$ cat config.mk
export PLATFORM = sky130hd
export DESIGN_NAME = dcache_mem_bridge
export DESIGN_NICKNAME = d
export VERILOG_FILES = /design/src/rtl/dcache_mem_bridge.sv
export SDC_FILE = /design/constraint.sdc
export NUM_CORES = 1
export LEC_CHECK = 0
export CAP_MARGIN = 0
export CORE_MARGIN = 2
export CORE_UTILIZATION = 45
export CTS_CLUSTER_SIZE = 10
export DETAILED_ROUTE_END_ITERATION = 16
export DONT_BUFFER_PORTS = 1
export PLACE_DENSITY = 0.67
export SYNTH_ARGS = -nofsm -noshare
export SYNTH_HDL_FRONTEND = slang
export SYNTH_SLANG_ARGS = --single-unit
$ cat constraint.sdc
create_clock -name clk -period 21.6 [get_ports clk]
set_input_delay 2.16 -clock clk [delete_from_list [all_inputs] [get_ports clk]]
set_output_delay 2.16 -clock clk [all_outputs]
set_load 0.02 [all_outputs]
$ cat src/rtl/dcache_mem_bridge.sv
// dcache_mem_bridge: L1 Dcache req/addrOK/dataOK protocol to a single-outstanding memory bus,
// with a posted write-through FIFO that reads are ordered against.
module dcache_mem_bridge #(
    parameter int OFFSET_WIDTH = 2,
    parameter int WBUF_DEPTH   = 4
) (
    input  logic                               clk,
    input  logic                               rst,
    input  logic                               dcache_mem_req,
    input  logic                               dcache_mem_wr,
    input  logic                               dcache_mem_uncached,
    input  logic [31:0]                        dcache_mem_addr,
    input  logic [31:0]                        dcache_mem_wdata,
    input  logic [3:0]                         dcache_mem_wstrb,
    output logic                               mem_dcache_addrOK,
    output logic                               mem_dcache_dataOK,
    output logic [32*(1<<OFFSET_WIDTH)-1:0]    mem_dcache_rdata,
    output logic                               bus_req,
    output logic                               bus_wr,
    output logic [31:0]                        bus_addr,
    output logic [7:0]                         bus_len,
    output logic [31:0]                        bus_wdata,
    output logic [3:0]                         bus_wstrb,
    input  logic                               bus_addr_ack,
    input  logic                               bus_rvalid,
    input  logic                               bus_rlast,
    input  logic [31:0]                        bus_rdata,
    input  logic                               bus_bvalid
);
    localparam int LINE_WORDS = 1 << OFFSET_WIDTH;
    localparam int PW = $clog2(WBUF_DEPTH);
    localparam logic [31:0] WORD_MASK = ~32'h3;
    localparam logic [31:0] LINE_MASK = ~32'(LINE_WORDS * 4 - 1);

    typedef enum logic [2:0] {IDLE, W_ADDR, W_RESP, R_ADDR, R_DATA, R_DONE} state_t;
    state_t state, next_state;

    logic [31:0] wb_addr [WBUF_DEPTH];
    logic [31:0] wb_data [WBUF_DEPTH];
    logic [3:0]  wb_strb [WBUF_DEPTH];
    logic [PW-1:0] head, tail;
    logic [PW:0] count;
    logic [31:0] r_addr;
    logic r_unc;
    logic [OFFSET_WIDTH-1:0] beat;
    logic full, empty, push, pop, line_hit, go_read, last_beat;

    // full uses the pre-pop count, so a same-cycle pop never admits a push into a full FIFO
    assign full = count == (PW+1)'(WBUF_DEPTH);
    assign empty = count == '0;
    assign push = dcache_mem_req & dcache_mem_wr & ~full;
    assign pop = state == W_RESP && bus_bvalid;
    assign go_read = dcache_mem_req & ~dcache_mem_wr & (dcache_mem_uncached ? empty : ~line_hit);
    assign last_beat = bus_rvalid & (bus_rlast | r_unc | beat == OFFSET_WIDTH'(LINE_WORDS - 1));

    // slot i is live when its distance from head is below count; the head stays live until bvalid
    always_comb begin
        line_hit = 1'b0;
        for (int i = 0; i < WBUF_DEPTH; i++)
            if ({1'b0, PW'(i) - head} < count &&
                wb_addr[i][31:OFFSET_WIDTH+2] == dcache_mem_addr[31:OFFSET_WIDTH+2])
                line_hit = 1'b1;
    end

    always_ff @(posedge clk or posedge rst)
        if (rst) state <= IDLE;
        else state <= next_state;

    always_comb begin
        next_state = state;
        case (state)
            IDLE:    next_state = go_read ? R_ADDR : !empty ? W_ADDR : IDLE;
            W_ADDR:  next_state = bus_addr_ack ? W_RESP : W_ADDR;
            W_RESP:  next_state = bus_bvalid ? IDLE : W_RESP;
            R_ADDR:  next_state = bus_addr_ack ? R_DATA : R_ADDR;
            R_DATA:  next_state = last_beat ? R_DONE : R_DATA;
            R_DONE:  next_state = IDLE;
            default: next_state = IDLE;
        endcase
    end

    always_comb begin
        bus_req = state == W_ADDR || state == R_ADDR;
        bus_wr = state == W_ADDR;
        bus_addr = state == W_ADDR ? wb_addr[head] & WORD_MASK :
                   state == R_ADDR ? r_addr & (r_unc ? WORD_MASK : LINE_MASK) : '0;
        bus_len = state == R_ADDR && !r_unc ? 8'(LINE_WORDS - 1) : '0;
        bus_wdata = state == W_ADDR ? wb_data[head] : '0;
        bus_wstrb = state == W_ADDR ? wb_strb[head] : '0;
        mem_dcache_addrOK = push | (state == R_ADDR && bus_addr_ack);
        mem_dcache_dataOK = state == R_DONE;
    end

    always_ff @(posedge clk or posedge rst)
        if (rst) begin
            head <= '0;
            tail <= '0;
            count <= '0;
            r_addr <= '0;
            r_unc <= 1'b0;
            beat <= '0;
            mem_dcache_rdata <= '0;
            for (int i = 0; i < WBUF_DEPTH; i++) begin
                wb_addr[i] <= '0;
                wb_data[i] <= '0;
                wb_strb[i] <= '0;
            end
        end else begin
            if (push) begin
                wb_addr[tail] <= dcache_mem_addr;
                wb_data[tail] <= dcache_mem_wdata;
                wb_strb[tail] <= dcache_mem_wstrb;
                tail <= tail + 1'b1;
            end
            if (pop) head <= head + 1'b1;
            count <= count + (PW+1)'(push) - (PW+1)'(pop);
            if (state == IDLE && go_read) begin
                r_addr <= dcache_mem_addr;
                r_unc <= dcache_mem_uncached;
            end
            if (state == R_ADDR && bus_addr_ack) beat <= '0;
            if (state == R_DATA && bus_rvalid) begin
                mem_dcache_rdata[32*beat +: 32] <= bus_rdata;
                beat <= beat + 1'b1;
            end
        end
endmodule

## Word level (Yosys, flattened, before mapping)

Index checks and enable logic that the tools add are counted.

- Shift operators: 2
- Magnitude comparators: 7
- Add/subtract/negate cells: 10
- Multiplexer cells: 37
- Equality and inequality tests: 11
- Bitwise logic cells: 14
- Reduce and logical (&&, ||, !) cells: 15

Operators with widths:

| kind | count |
|---|---|
| 128-bit bitwise mux | 3 |
| 32-bit 2-to-1 mux | 8 |
| 32-bit binary-select mux with 2-bit select | 2 |
| 32-bit by 34-bit variable shift with 128-bit output, first input constant | 1 |
| 32-bit by 34-bit indexed part select with 128-bit output | 1 |
| 28-bit equality test | 4 |
| 32-bit demux with 2-bit select | 1 |
| 7-bit negator with 34-bit output | 1 |
| 32-bit bitwise AND | 1 |
| 4-bit 2-to-1 mux | 5 |
| 16-bit bitwise mux | 1 |
| 3-bit one-hot mux with 5 select lines | 1 |
| 2-bit by 3-bit < comparator with 1-bit output | 4 |
| 2-bit 2-to-1 mux | 6 |
| 1-bit logical AND | 10 |
| 3-bit equality test, second input constant | 3 |
| 4-bit binary-select mux with 2-bit select | 1 |
| 4-bit demux with 2-bit select | 1 |
| 1-bit 2-to-1 mux | 7 |
| 2-bit by 1-bit adder with 2-bit output, second input constant | 3 |
| 3-bit by 2-bit equality test with 1-bit output, second input constant | 2 |
| 3-bit >= comparator, second input constant | 2 |
| 3-bit logical NOT | 2 |
| 2-bit inverter with 3-bit output | 2 |
| 14 further kinds | 24 |

- Register bits: 445
- Word-level logic and storage cells: 116
- Input bits: 109
- Output and inout port bits: 208

## Longest topological paths before layout

Gate-level depths: netlist of run 1.

- Depth after elaboration: 12
- Gate-level depth with buffers: 13
- Depth with buffers taken out: 11

## Least setup slack after synthesis of run 1

OpenSTA, ideal clock, no wires.

- Path type: input to output
- Start: in dcache_mem_wr
- End: out mem_dcache_addrOK
- Path buffers: 1
- Slack: 16.675 ns
- Cell stages on the path: 4
- Arrival: 2.765 ns
- Data required time: 19.440 ns
- Cells stage by stage: and3_1 clkbuf_1 inv_1 nand2_1

- Word-level cells in the longest chain between the ends: 3

RTL lines:

| element | RTL line | source |
|---|---|---|
| from (decl) | 10 | `input logic dcache_mem_wr,` |
| 1-bit bitwise AND (2 in a row) | 51 | `assign push = dcache_mem_req & dcache_mem_wr & ~full;` |
| 1-bit bitwise OR | 90 | `mem_dcache_addrOK = push \| (state == R_ADDR && bus_addr_ack);` |
| to (decl) | 15 | `output logic mem_dcache_addrOK,` |

Every way passes these cells.

## Worst setup path in the final report of run 1

- Start: reg head[0]
- End: out bus_addr[2]

- Word-level cells in the longest chain between the ends: 5

RTL lines:

| element | RTL line | source |
|---|---|---|
| from (decl) | 41 | `logic [PW-1:0] head, tail;` |
| from (signal assigned) | 115 | `if (pop) head <= head + 1'b1;` |
| 2-bit inverter with 3-bit output (implied by the code) | 85 | `bus_addr = state == W_ADDR ? wb_addr[head] & WORD_MASK :` |
| 32-bit binary-select mux with 2-bit select | 85 |  |
| 32-bit 2-to-1 mux (implied by the code) (2 in a row) | 85 |  |
| 32-bit 2-to-1 mux | 85 |  |
| to (decl) | 20 | `output logic [31:0] bus_addr,` |

Every way passes these cells. The select of a mux whose other input is x is not followed.

==> results of run 1 <==
[through the flow]
stage / power [mW] / hold slack (ns)
floorplan: 2.39 / 0.474
global placement: 2.66 / 0.481
detailed placement: 2.72 / 0.489
CTS: 3.47 / 0.501
global route: 3.63 / 0.504
finish: 3.44 / 0.498
[placed cells by master (no fill, tap or decap), types with 3 or more instances in the layout]
| cell type | count |
|---|---|
| conb_1 | 8 |
| nand2_4 | 4 |
| nand4_1 | 36 |
| ha_1 | 16 |
| clkbuf_16 | 51 |
| and2_1 | 36 |
| mux2i_1 | 28 |
| o2111ai_1 | 3 |
| nand2_2 | 4 |
| buf_4 | 22 |
| nor2_1 | 37 |
| nand4b_1 | 30 |
| mux4_2 | 66 |
| nor3b_2 | 3 |
| o21ai_0 | 164 |
| o311ai_1 | 25 |
| nor4_1 | 24 |
| nand2_1 | 265 |
| clkbuf_1 | 8 |
| xor2_1 | 105 |
| nand3_1 | 3 |
| dfrtp_1 | 432 |
| mux2_2 | 265 |
| a21oi_1 | 8 |
| o311ai_2 | 4 |
| a31oi_1 | 32 |
| xnor2_1 | 13 |
| nand2b_1 | 5 |
| inv_1 | 42 |
[power by group]
group	switching [mW]	total, mW	internal [mW]
logic	0.662	1.26	0.602
registers	0.304	1.44	1.13
clock network	0.315	0.737	0.422
[cell usage after synthesis (11+ instances only)]
cell,count
buf_4,25
xor2_1,105
dfrtp_1,435
buf_1,11
nor2_1,38
o21ai_0,164
a31oi_1,32
mux4_2,66
o311ai_1,25
nand2_1,273
ha_1,16
inv_1,43
nand4b_1,30
nor4_1,24
clkbuf_1,82
nand4_1,36
mux2i_1,28
and2_1,36
mux2_2,265
buf_2,40
xnor2_1,13
[routing by layer]
metal	vias up	wire length, µm
met5	-	39
met4	6	1250
met3	85	5000
met2	432	26200
met1	7238	23000
li1	6282	-
[final cells by class]
class	instances	share of cell area
Clock buffer	60	0.0571
Sequential cell	435	0.472
Multi-Input combinational cell	1207	0.423
Inverter	43	0.00731
Tap cell	615	0.0333
Clock inverter	3	0.000812
Timing Repair Buffer	22	0.00715
[state kept, by name (all words and copies together) (netlist names)]
signal            cells
beat                  2
head                  2
wb_addr             120
tail                  2
count                 3
r_addr               30
state                 3
wb_data             128
mem_dcache_rdata    128
r_unc                 1
wb_strb              16
[worst max-delay path: cells and delay by family, from the launching register on]
family                 cells  cell delay, ns
DFF                        1            0.83
and+or+nand+nor            1            0.06
muxes                      1            0.37
AOI/OAI and AO/OA          1            0.49
buffers and inverters      1            0.76
[final timing paths]
kind                            cells past startpoint  slack (ns)   startpoint     endpoint
worst min-delay path                                1        0.50  wb_data[57]  wb_data[57]
worst max register to register                      9       18.50     state[1]     count[2]
min in group asynchronous                           1        1.64          rst   r_addr[19]
worst min register to register                      1        0.50  wb_data[57]  wb_data[57]
max in group asynchronous                           3       17.51          rst  wb_data[84]
worst max-delay path                                4       16.27      head[0]  bus_addr[2]
[cell families after synthesis]
family | share of synthesized area
xor gates and xnor gates | 0.0479
other | 0.000174
AOI/OAI and AO/OA | 0.0655
DFF | 0.505
buffers and inverters | 0.0469
and+or+nand+nor | 0.104
adders and majority gates | 0.0102
muxes | 0.220
==> metrics.md, run 1 <==
| Metric | Value |
|---|---|
| Final worst path period need | 5.33 ns |
| Fraction of layout instances using a drive strength above 1 | 0.246 |
| Post-Place Cells | 2322 |
| Post-layout instance area | 0.0231 mm² |
| First-pass GRT wire length | 84.9 mm |
| Worst setup margin | 16.27 ns |
| RePlAce Congestion | 0.813 |
| Run status | finished, final reports clean |
| CP Max Fanout | 41 |
| Worst-path cell chain | buf_4 -> mux4_2 -> nand2b_1 -> a21oi_1 |
| Crit share post-route | 0.247 |
| Ys Warns | 0 |
| Clk buf depth | 3 |
| Max Clock Freq | 188 MHz |
| Synth Instances | 1846 |
| EDFF count, synth | 0 |
| Grt met1 use | 0.282 |
| Largest area contributor in the netlist | dfrtp_1 |
| Rel. slew slack | 0.234 |
| Slew @ Worst Pin | 1.14 ns |
| Max Slew Vio Count | 0 |
| Number of global-route vias before repair | 14199 |
| Req. time, crit path | 19.44 ns |
| Clock Latency Late Sink | 0.57 ns |
| Core Area | 0.0475 mm² |
| Met3 Usage GRT | 0.0805 |
| Routed WL | 55.5 mm |
| Max Cap Viol | 0 |
| Met2 Track Usage GR | 0.354 |
| VDD IR max | 0.102 mV |
| Routed Antenna Nets | 0 |
| Final instance count without filler cells | 2385 |
| Die width | 223 µm |
| Crit-path slowest cell | dfrtp_4 |
| Initial antenna violation count | 4 |
| Pin count of the biggest net entering global routing | 137 |
| Placed inst area | 0.0218 mm² |
| Routed wire per std cell | 23.3 µm |
| Clock root cell | clkbuf_16 |
| Total CTS buffers | 50 |
| RSZ-0062 raised after global routing | no |
| Area Growth Syn to Fin | 7.12% |
| Critical Path Start Type | flip-flop |
| Fillers | 4159 |
| Worst setup EP type | primary output |
| Nets | 1885 |
| Gr usage total | 0.221 |
| IO Count | 317 |
| CTS tree | done |
| DRT Pass-1 Iters | 5 |
| Vias per cell | 5.89 |
| Hold Violations, Final | 0 |
| PostCTS Resize Cnt | 0 |
| Leak pwr | 9.77 nW |
| Starting Density | 0.454 |
| Postcts setup bufs | 0 |
| Synth async-reset ratio | 1.00 |
| Mapped Area | 0.0216 mm² |
| Data arrival time of the critical path | 3.17 ns |
| First DRT Iteration DRCs | 1087 |
| Yosys reg bits | 435 |
| # setup viols final | 0 |
| Vias | 14043 |
| H-tree depth | 2 |
| Drc violations | 0 |
| Setup TNS | 0 ns |
| Mean Syn Cell Area | 11.7 µm² |
| Power Density | 149 mW/mm² |
| Clk slew on worst S/H paths | 0.06 ns |
| Hold/Removal Path Class | flip-flop to flip-flop |
| Clk sinks | 435 |
| Sequential-to-total area share from yosys stat | 0.505 |
| Synth top area share | 0.505 |
| Antenna fix cells | 0 |
| Primary FF master, synth | dfrtp_1 |
| Register Area | 0.0109 mm² |
| Die ar. | 0.0497 mm² |
| # port buffers | 0 |
| Top post-synthesis cells by area | dfrtp_1, mux2_2, mux4_2, nand2_1, xor2_1 |
| Fin util | 0.486 |
| Chip Height | 223 µm |
| Worst-case clock skew | 0.0113 ns |
| Rows | 80 |
| Post-synth cell types | 44 |
| CTS Hold Bufs | 0 |
| Remaining Overflow, GRT | 0 |
| Pre-CTS WS | 16.30 ns |
| Worst Setup Path Type | flip-flop to primary output |
| Footprint of the multi-input gates | 0.00976 mm² |
| CP peak stage delay | 0.83 ns |
| Half-perimeter wire length after placement | 35.5 mm |
| Layer with the highest usage | met2 |
Power figures use the tool's default switching activity.
==> run 2: changes to the inputs <==
- ABC_AREA: not set -> 1
- PLACE_DENSITY: 0.67 -> 0.69
- clock period: 21.6 -> 4.3 ns (I/O delays scaled with it)
==> metrics.md, run 2 <==
| Metric | Value |
|---|---|
| Logic gate share of total power | 0.380 (was 0.368) |
| Mean Syn Cell Area | 8.28 µm² (was 11.7 µm²) |
| Routed wire per std cell | 20.2 µm (was 23.3 µm) |
| Synth Instances | 2559 (was 1846) |
| Max Clock Freq | 294 MHz |
| Routed Antenna Nets | 0 (unchanged) |
| Sequential-to-total area share from yosys stat | 0.513 (was 0.505) |
| Synth async-reset ratio | 1.00 (unchanged) |
| Drc violations | 0 (unchanged) |
| Top post-synthesis cells by area | dfrtp_1, nand2_1, o21ai_0, inv_1, mux2_2 (was dfrtp_1, mux2_2, mux4_2, nand2_1, xor2_1) |
| Most frequent cells in the layout | nand2_1, dfrtp_1, o21ai_0 (was dfrtp_1, nand2_1, mux2_2) |
| Clock root cell | clkbuf_16 (unchanged) |
| Crit-path slowest cell | nand2_2 (was dfrtp_4) |
| Postcts setup bufs | 0 (unchanged) |
| R2R Path End | r_addr[15] (was count[2]) |
| Fin util | 0.513 (was 0.486) |
| Reg power frac | 0.390 (was 0.418) |
| Die width | 221 µm (was 223 µm) |
| Core Area | 0.0466 mm² (was 0.0475 mm²) |
| DRT Pass-1 Iters | 6 (was 5) |
| Fillers | 4204 (was 4159) |
| Pin count of the biggest net entering global routing | 125 (was 137) |
| Crit path max-delay family | simple AND/OR/NAND/NOR gates (was flip-flops) |
| Post-layout instance area | 0.0239 mm² (was 0.0231 mm²) |
| Total CTS buffers | 51 (was 50) |
| Clk slew on worst S/H paths | 0.05 ns (was 0.06 ns) |
| Placed inst area | 0.0215 mm² (was 0.0218 mm²) |
| Chip Height | 221 µm (was 223 µm) |
| Run status | finished, final reports clean (unchanged) |
| Commonest non-fill, non-tap cell in the layout | nand2_1 (was dfrtp_1) |
| Synth top area share | 0.513 (was 0.505) |
| Clock Latency Late Sink | 0.59 ns (was 0.57 ns) |
| Half-perimeter wire length after placement | 39.9 mm (was 35.5 mm) |
| Clock share of power | 0.230 (was 0.214) |
| WHS Path Cells | 2 (was 1) |
| Worst setup EP type | primary output (unchanged) |
| Antenna fix cells | 0 (unchanged) |
| Final worst path period need | 3.40 ns |
| Clk sinks | 435 (unchanged) |
| Vias per cell | 5.69 (was 5.89) |
| H-tree depth | 2 (unchanged) |
| Number of global-route vias before repair | 17743 (was 14199) |
| Hold EP | mem_dcache_rdata[99] (was wb_data[57]) |
| P_int | 9.73 mW (was 2.16 mW) |
| CTS tree | done (unchanged) |
| Area Growth Syn to Fin | 12.6% (was 7.12%) |
| Setup TNS | 0 ns (unchanged) |
| Biggest regs | mem_dcache_rdata (128), wb_data (128), wb_addr (120) (unchanged) |
| Primary FF master, synth | dfrtp_1 (unchanged) |
| CP peak stage delay | 0.71 ns (was 0.83 ns) |
| # setup viols final | 0 (unchanged) |
| Leak pwr | 11.7 nW (was 9.77 nW) |
| Fraction of layout instances using a drive strength above 1 | 0.0890 (was 0.246) |
| Rel. slew slack | 0.277 (was 0.234) |
| CTS Hold Bufs | 101 (was 0) |
| CP bufs+invs | 1 (unchanged) |
| Gr usage total | 0.258 (was 0.221) |
| Worst Setup Path Type | flip-flop to primary output (unchanged) |
| Req. time, crit path | 3.87 ns (was 19.44 ns) |
| Remaining Overflow, GRT | 0 (unchanged) |
| RePlAce Congestion | 0.923 (was 0.813) |
| IO Count | 317 (unchanged) |
| Mapped Area | 0.0212 mm² (was 0.0216 mm²) |
| Vias | 18152 (was 14043) |
| Hold/Removal Path Class | input pin to flip-flop (was flip-flop to flip-flop) |
| Rows | 79 (was 80) |
| Worst-case clock skew | 0.0284 ns (was 0.0113 ns) |
| Psw | 7.02 mW (was 1.28 mW) |
| Post-synth cell types | 33 (was 44) |
| Total power | 16.7 mW (was 3.44 mW) |
| Number of cells on the critical path | 5 (was 4) |
| Reg-to-reg slack, setup | 1.60 ns (was 18.50 ns) |
| Clk buf depth | 3 (unchanged) |
| Most frequent cell after synthesis | nand2_1 (was dfrtp_1) |
| First DRT Iteration DRCs | 1881 (was 1087) |
| First-pass GRT wire length | 101 mm (was 84.9 mm) |
| Data arrival time of the critical path | 2.97 ns (was 3.17 ns) |
| Worst reg2reg startpoint | head[1] (was state[1]) |
| EDFF count, synth | 0 (unchanged) |
| Yosys reg bits | 435 (unchanged) |
| PostCTS Resize Cnt | 0 (unchanged) |
| Slew @ Worst Pin | 1.08 ns (was 1.14 ns) |
| CP Max Fanout | 30 (was 41) |
| Worst-path cell chain | nand2_2 -> buf_4 -> o22ai_1 -> a221oi_1 -> nor2_1 (was buf_4 -> mux4_2 -> nand2b_1 -> a21oi_1) |
| Top post-synthesis cells by count | nand2_1, dfrtp_1, o21ai_0 (was dfrtp_1, nand2_1, mux2_2) |
| Initial antenna violation count | 0 (was 4) |
| Max Slew Vio Count | 0 (unchanged) |
| # port buffers | 0 (unchanged) |
| FF-to-FF path depth | 16 (was 9) |
| RSZ-0062 raised after global routing | no (unchanged) |
| Starting Density | 0.455 (was 0.454) |
| Max Cap Viol | 0 (unchanged) |
| Hold wc startpoint | bus_rdata[3] (was wb_data[57]) |
| Sw Ratio | 0.419 (was 0.373) |
| Critical Path Start Type | flip-flop (unchanged) |
| VDD IR max | 0.421 mV (was 0.102 mV) |
| Hold Violations, Final | 0 (unchanged) |
| Ys Warns | 0 (unchanged) |
| Nets | 2698 (was 1885) |
| Power Density | 701 mW/mm² (was 149 mW/mm²) |
| Routed WL | 64.4 mm (was 55.5 mm) |
| Crit share post-route | 0.791 |
| Die ar. | 0.0489 mm² (was 0.0497 mm²) |
| WHS | 0.0294 ns (was 0.498 ns) |
| Largest area contributor in the netlist | dfrtp_1 (unchanged) |
run 2: cell count changes after synthesis, sizes merged, moves of 36 or more:
cell	change
nand3	+99
o22ai	+98
inv	+211
mux4	-66
a221oi	+36
mux2	-193
and2	-36
xor2	-82
nand2	+489
nor2	+95
o21ai	+193
run 2: kinds of logic after synthesis:
group	share of synthesized area
XOR/XNOR	0.00992
adder cells (fa/ha/maj)	0.0104
multiplexers	0.0382
AO/OA/AOI/OAI	0.131
flip-flops	0.513
AND/OR/NAND/NOR	0.206
other	0.000177
buffers and inverters	0.0908
run 2: how the worst max path moves through the flow:
stage | startpoint | end | slack (ns)
2_1_floorplan | rst | beat[0] | -2.01
3_3_place_gp | head[1] | bus_wdata[7] | 1.60
3_5_place_dp | head[1] | bus_wdata[0] | 1.58
4_1_cts | head[1] | bus_wdata[0] | 0.95
5_1_grt | head[1] | bus_wdata[0] | 0.82
6_report | head[1] | bus_wdata[0] | 0.90
run 2: power groups by stage:
stage	sequential [mW]	combinational, mW	clock, mW
3_5_place_dp	6.56	6.17	0
6_report	6.53	6.37	3.84
3_3_place_gp	6.48	5.98	0
2_1_floorplan	6.35	4.64	0
4_1_cts	6.51	6.33	3.92
5_1_grt	6.69	7.00	4.08
run 2: area by class of cell:
type	instances	area, µm²	area share
flip-flops and latches	435	10900	0.456
multi-input cells	1690	8500	0.356
repair buffers	139	1370	0.0574
clock buffers	59	1320	0.0551
inverters	255	961	0.0402
well taps	607	759	0.0318
clock inverters	7	78.8	0.00330
run 2: routing by layer:
layer,routed length [µm],track usage
met5,0,0
met4,1890,0.0942
met3,5620,0.0531
met2,30800,0.420
met1,26100,0.343
run 2: metrics by stage:
step	instances	worst slack, ns
4_1_cts	3192	0.950
2_1_floorplan	2566	-2.01
6_report	3192	0.897
5_1_grt	3192	0.819
3_3_place_gp	3025	1.60
3_5_place_dp	3025	1.58
==> run 3: changes to the inputs <==
- clock period: 4.3 -> 3 ns (I/O delays scaled with it)
==> metrics.md, run 3 (synthesized netlist as in run 2, its figures left out) <==
| Metric | Value |
|---|---|
| Number of global-route vias before repair | 18003 (was 17743) |
| Met2 Track Usage GR | 0.427 (was 0.420) |
| Fillers | 4229 (was 4204) |
| Crit-path slowest cell | inv_1 (was nand2_2) |
| Logic gate share of total power | 0.385 (was 0.380) |
| Placed inst area | 0.0217 mm² (was 0.0215 mm²) |
| CP peak stage delay | 0.61 ns (was 0.71 ns) |
| Leak pwr | 11.9 nW (was 11.7 nW) |
| Nets | 2716 (was 2698) |
| VDD IR max | 0.591 mV (was 0.421 mV) |
| Power Density | 1010 mW/mm² (was 701 mW/mm²) |
| Routed wire per std cell | 20.2 µm (about the same) |
| Clock Latency Late Sink | 0.60 ns (was 0.59 ns) |
| Die ar. | 0.0489 mm² (unchanged) |
| Reg power frac | 0.385 (was 0.390) |
| Drc violations | 0 (unchanged) |
| Most frequent cells in the layout | nand2_1, dfrtp_1, o21ai_0 (unchanged) |
| Biggest regs | mem_dcache_rdata (128), wb_data (128), wb_addr (120) (unchanged) |
| Clock root cell | clkbuf_16 (unchanged) |
| CTS tree | done (unchanged) |
| Footprint of the multi-input gates | 0.00852 mm² (was 0.00850 mm²) |
| Grt met1 use | 0.337 (was 0.343) |
| IO Count | 317 (unchanged) |
| H-tree depth | 2 (unchanged) |
| Routed Antenna Nets | 0 (unchanged) |
| Remaining Overflow, GRT | 0 (unchanged) |
| Max Slew Vio Count | 0 (unchanged) |
| # setup viols final | 0 (unchanged) |
| Rows | 79 (unchanged) |
| Max Cap Viol | 0 (unchanged) |
| Worst-path cell chain | nor2_2 -> inv_1 -> buf_4 -> o22ai_1 -> o21ai_0 -> nand2_1 (was nand2_2 -> buf_4 -> o22ai_1 -> a221oi_1 -> nor2_1) |
| Gr usage total | 0.260 (was 0.258) |
| Final worst path period need | 2.91 ns |
| First-pass GRT wire length | 102 mm (was 101 mm) |
| RePlAce Congestion | 0.894 (was 0.923) |
| Req. time, crit path | 2.70 ns (was 3.87 ns) |
| Fin util | 0.520 (was 0.513) |
| Post-layout instance area | 0.0242 mm² (was 0.0239 mm²) |
| Starting Density | 0.455 (unchanged) |
| Worst setup EP type | primary output (unchanged) |
| Worst Setup Path Type | flip-flop to primary output (unchanged) |
| Routed WL | 64.8 mm (was 64.4 mm) |
| Total CTS buffers | 51 (unchanged) |
| Layer with the highest usage | met2 (unchanged) |
| Run status | finished, final reports clean (unchanged) |
| Data arrival time of the critical path | 2.61 ns (was 2.97 ns) |
| Die width | 221 µm (unchanged) |
| Crit share post-route | 0.970 |
| Chip Height | 221 µm (unchanged) |
| Max Clock Freq | 344 MHz |
| CP Max Fanout | 16 (was 30) |
| Met3 Usage GRT | 0.0640 (was 0.0531) |
| Rel. slew slack | 0.375 (was 0.277) |
| Hold Violations, Final | 0 (unchanged) |
| Fraction of layout instances using a drive strength above 1 | 0.0952 (was 0.0890) |
| Register Area | 0.0109 mm² (unchanged) |
| Critical Path Start Type | flip-flop (unchanged) |
| Clk buf depth | 3 (unchanged) |
| Psw | 10.1 mW (was 7.02 mW) |
| Hold/Removal Path Class | input pin to flip-flop (unchanged) |
| Slew @ Worst Pin | 0.930 ns (was 1.08 ns) |
| P_int | 14.3 mW (was 9.73 mW) |
| Core Area | 0.0466 mm² (unchanged) |
| Pin count of the biggest net entering global routing | 116 (was 125) |
| First DRT Iteration DRCs | 1818 (was 1881) |
| Initial antenna violation count | 3 (was 0) |
| Clock share of power | 0.231 (was 0.230) |
| Vias per cell | 5.67 (was 5.69) |
| Vias | 18225 (was 18152) |
| Commonest non-fill, non-tap cell in the layout | nand2_1 (unchanged) |
| Postcts setup bufs | 0 (unchanged) |
| Half-perimeter wire length after placement | 40.6 mm (was 39.9 mm) |
| Area Growth Syn to Fin | 14.3% (was 12.6%) |
| Sw Ratio | 0.416 (was 0.419) |
| Clk sinks | 435 (unchanged) |
| Clk slew on worst S/H paths | 0.05 ns (about the same) |
| DRT Pass-1 Iters | 8 (was 6) |
| Worst-case clock skew | 0.0216 ns (was 0.0284 ns) |
| # port buffers | 0 (unchanged) |
[run 3: cell types whose count changed in the layout (fill, tap and decap cells not counted), moves of 2 or more]
cell and delta:
buf_4 +2, a221oi_2 +2, clkbuf_1 +2, buf_12 +10
a221oi_1 -2, clkinv_2 -2, dlygate4sd3_1 +3, clkbuf_8 +4
[run 3: stage by stage]
| stage | hold slack, ns | cells | total power, mW | setup TNS [ns] | worst slack, ns |
|---|---|---|---|---|---|
| 2_1_floorplan | 0.421 | 2566 | 15.8 | -1381.26 | -3.18 |
| 3_3_place_gp | 0.309 | 3040 | 18.0 | 0 | 0.451 |
| 3_5_place_dp | 0.319 | 3040 | 18.5 | 0 | 0.400 |
| 4_1_cts | 0.0820 | 3213 | 24.4 | 0 | 0.0192 |
| 5_1_grt | 0.138 | 3214 | 25.9 | -0.0138 | -0.0138 |
| 6_report | 0.126 | 3214 | 24.4 | 0 | 0.0903 |
[run 3: layer usage]
layer,vias to the layer above,share of wire
li1,8368,-
met1,8844,0.40
met2,867,0.48
met3,144,0.093
met4,2,0.031
met5,-,0.00020
[run 3: power by group through the flow]
stage / combinational, mW / sequential, mW / clock, mW
floorplan: 6.65 / 9.11 / 0
global placement: 8.75 / 9.29 / 0
detailed placement: 9.04 / 9.42 / 0
CTS: 9.31 / 9.34 / 5.74
global route: 10.3 / 9.60 / 5.96
finish: 9.39 / 9.38 / 5.63
[run 3: cell type report]
class | instances | area share
Sequential cell | 435 | 0.449
Clock buffer | 64 | 0.0568
Clock inverter | 5 | 0.00269
Tap cell | 607 | 0.0314
Timing Repair Buffer | 157 | 0.0683
Antenna cell | 1 | 0.000103
Inverter | 255 | 0.0397
Multi-Input combinational cell | 1690 | 0.352
[run 3: final timing paths]
kind / from / endpoint / slack, ns / depth (start not counted)
worst min-delay path: bus_rvalid / beat[1] / 0.13 / 2
worst max-delay path: head[1] / bus_addr[29] / 0.09 / 6
min in group asynchronous: rst / wb_data[100] / 0.30 / 2
worst min register to register: r_addr[11] / r_addr[11] / 0.47 / 2
max in group asynchronous: rst / mem_dcache_rdata[52] / 1.64 / 3
worst max register to register: head[1] / r_addr[2] / 0.33 / 16
[run 3: worst max-delay path, delay by kind of cell (launching register included)]
| family | cells | cell delay (ns) |
|---|---|---|
| AOI/OAI and AO/OA | 2 | 0.29 |
| DFF | 1 | 0.46 |
| buffers and inverters | 2 | 0.93 |
| and+or+nand+nor | 2 | 0.34 |
[run 3: what timing repair did]
| action | in CTS | in global routing |
|---|---|---|
| hold buffers | 104 | 0 |
| endpoints found under the setup margin | 15 | 16 |
| resized for setup | 2 | 5 |
| endpoints found under the hold margin | 444 | 0 |
| pin swaps | 0 | 0 |
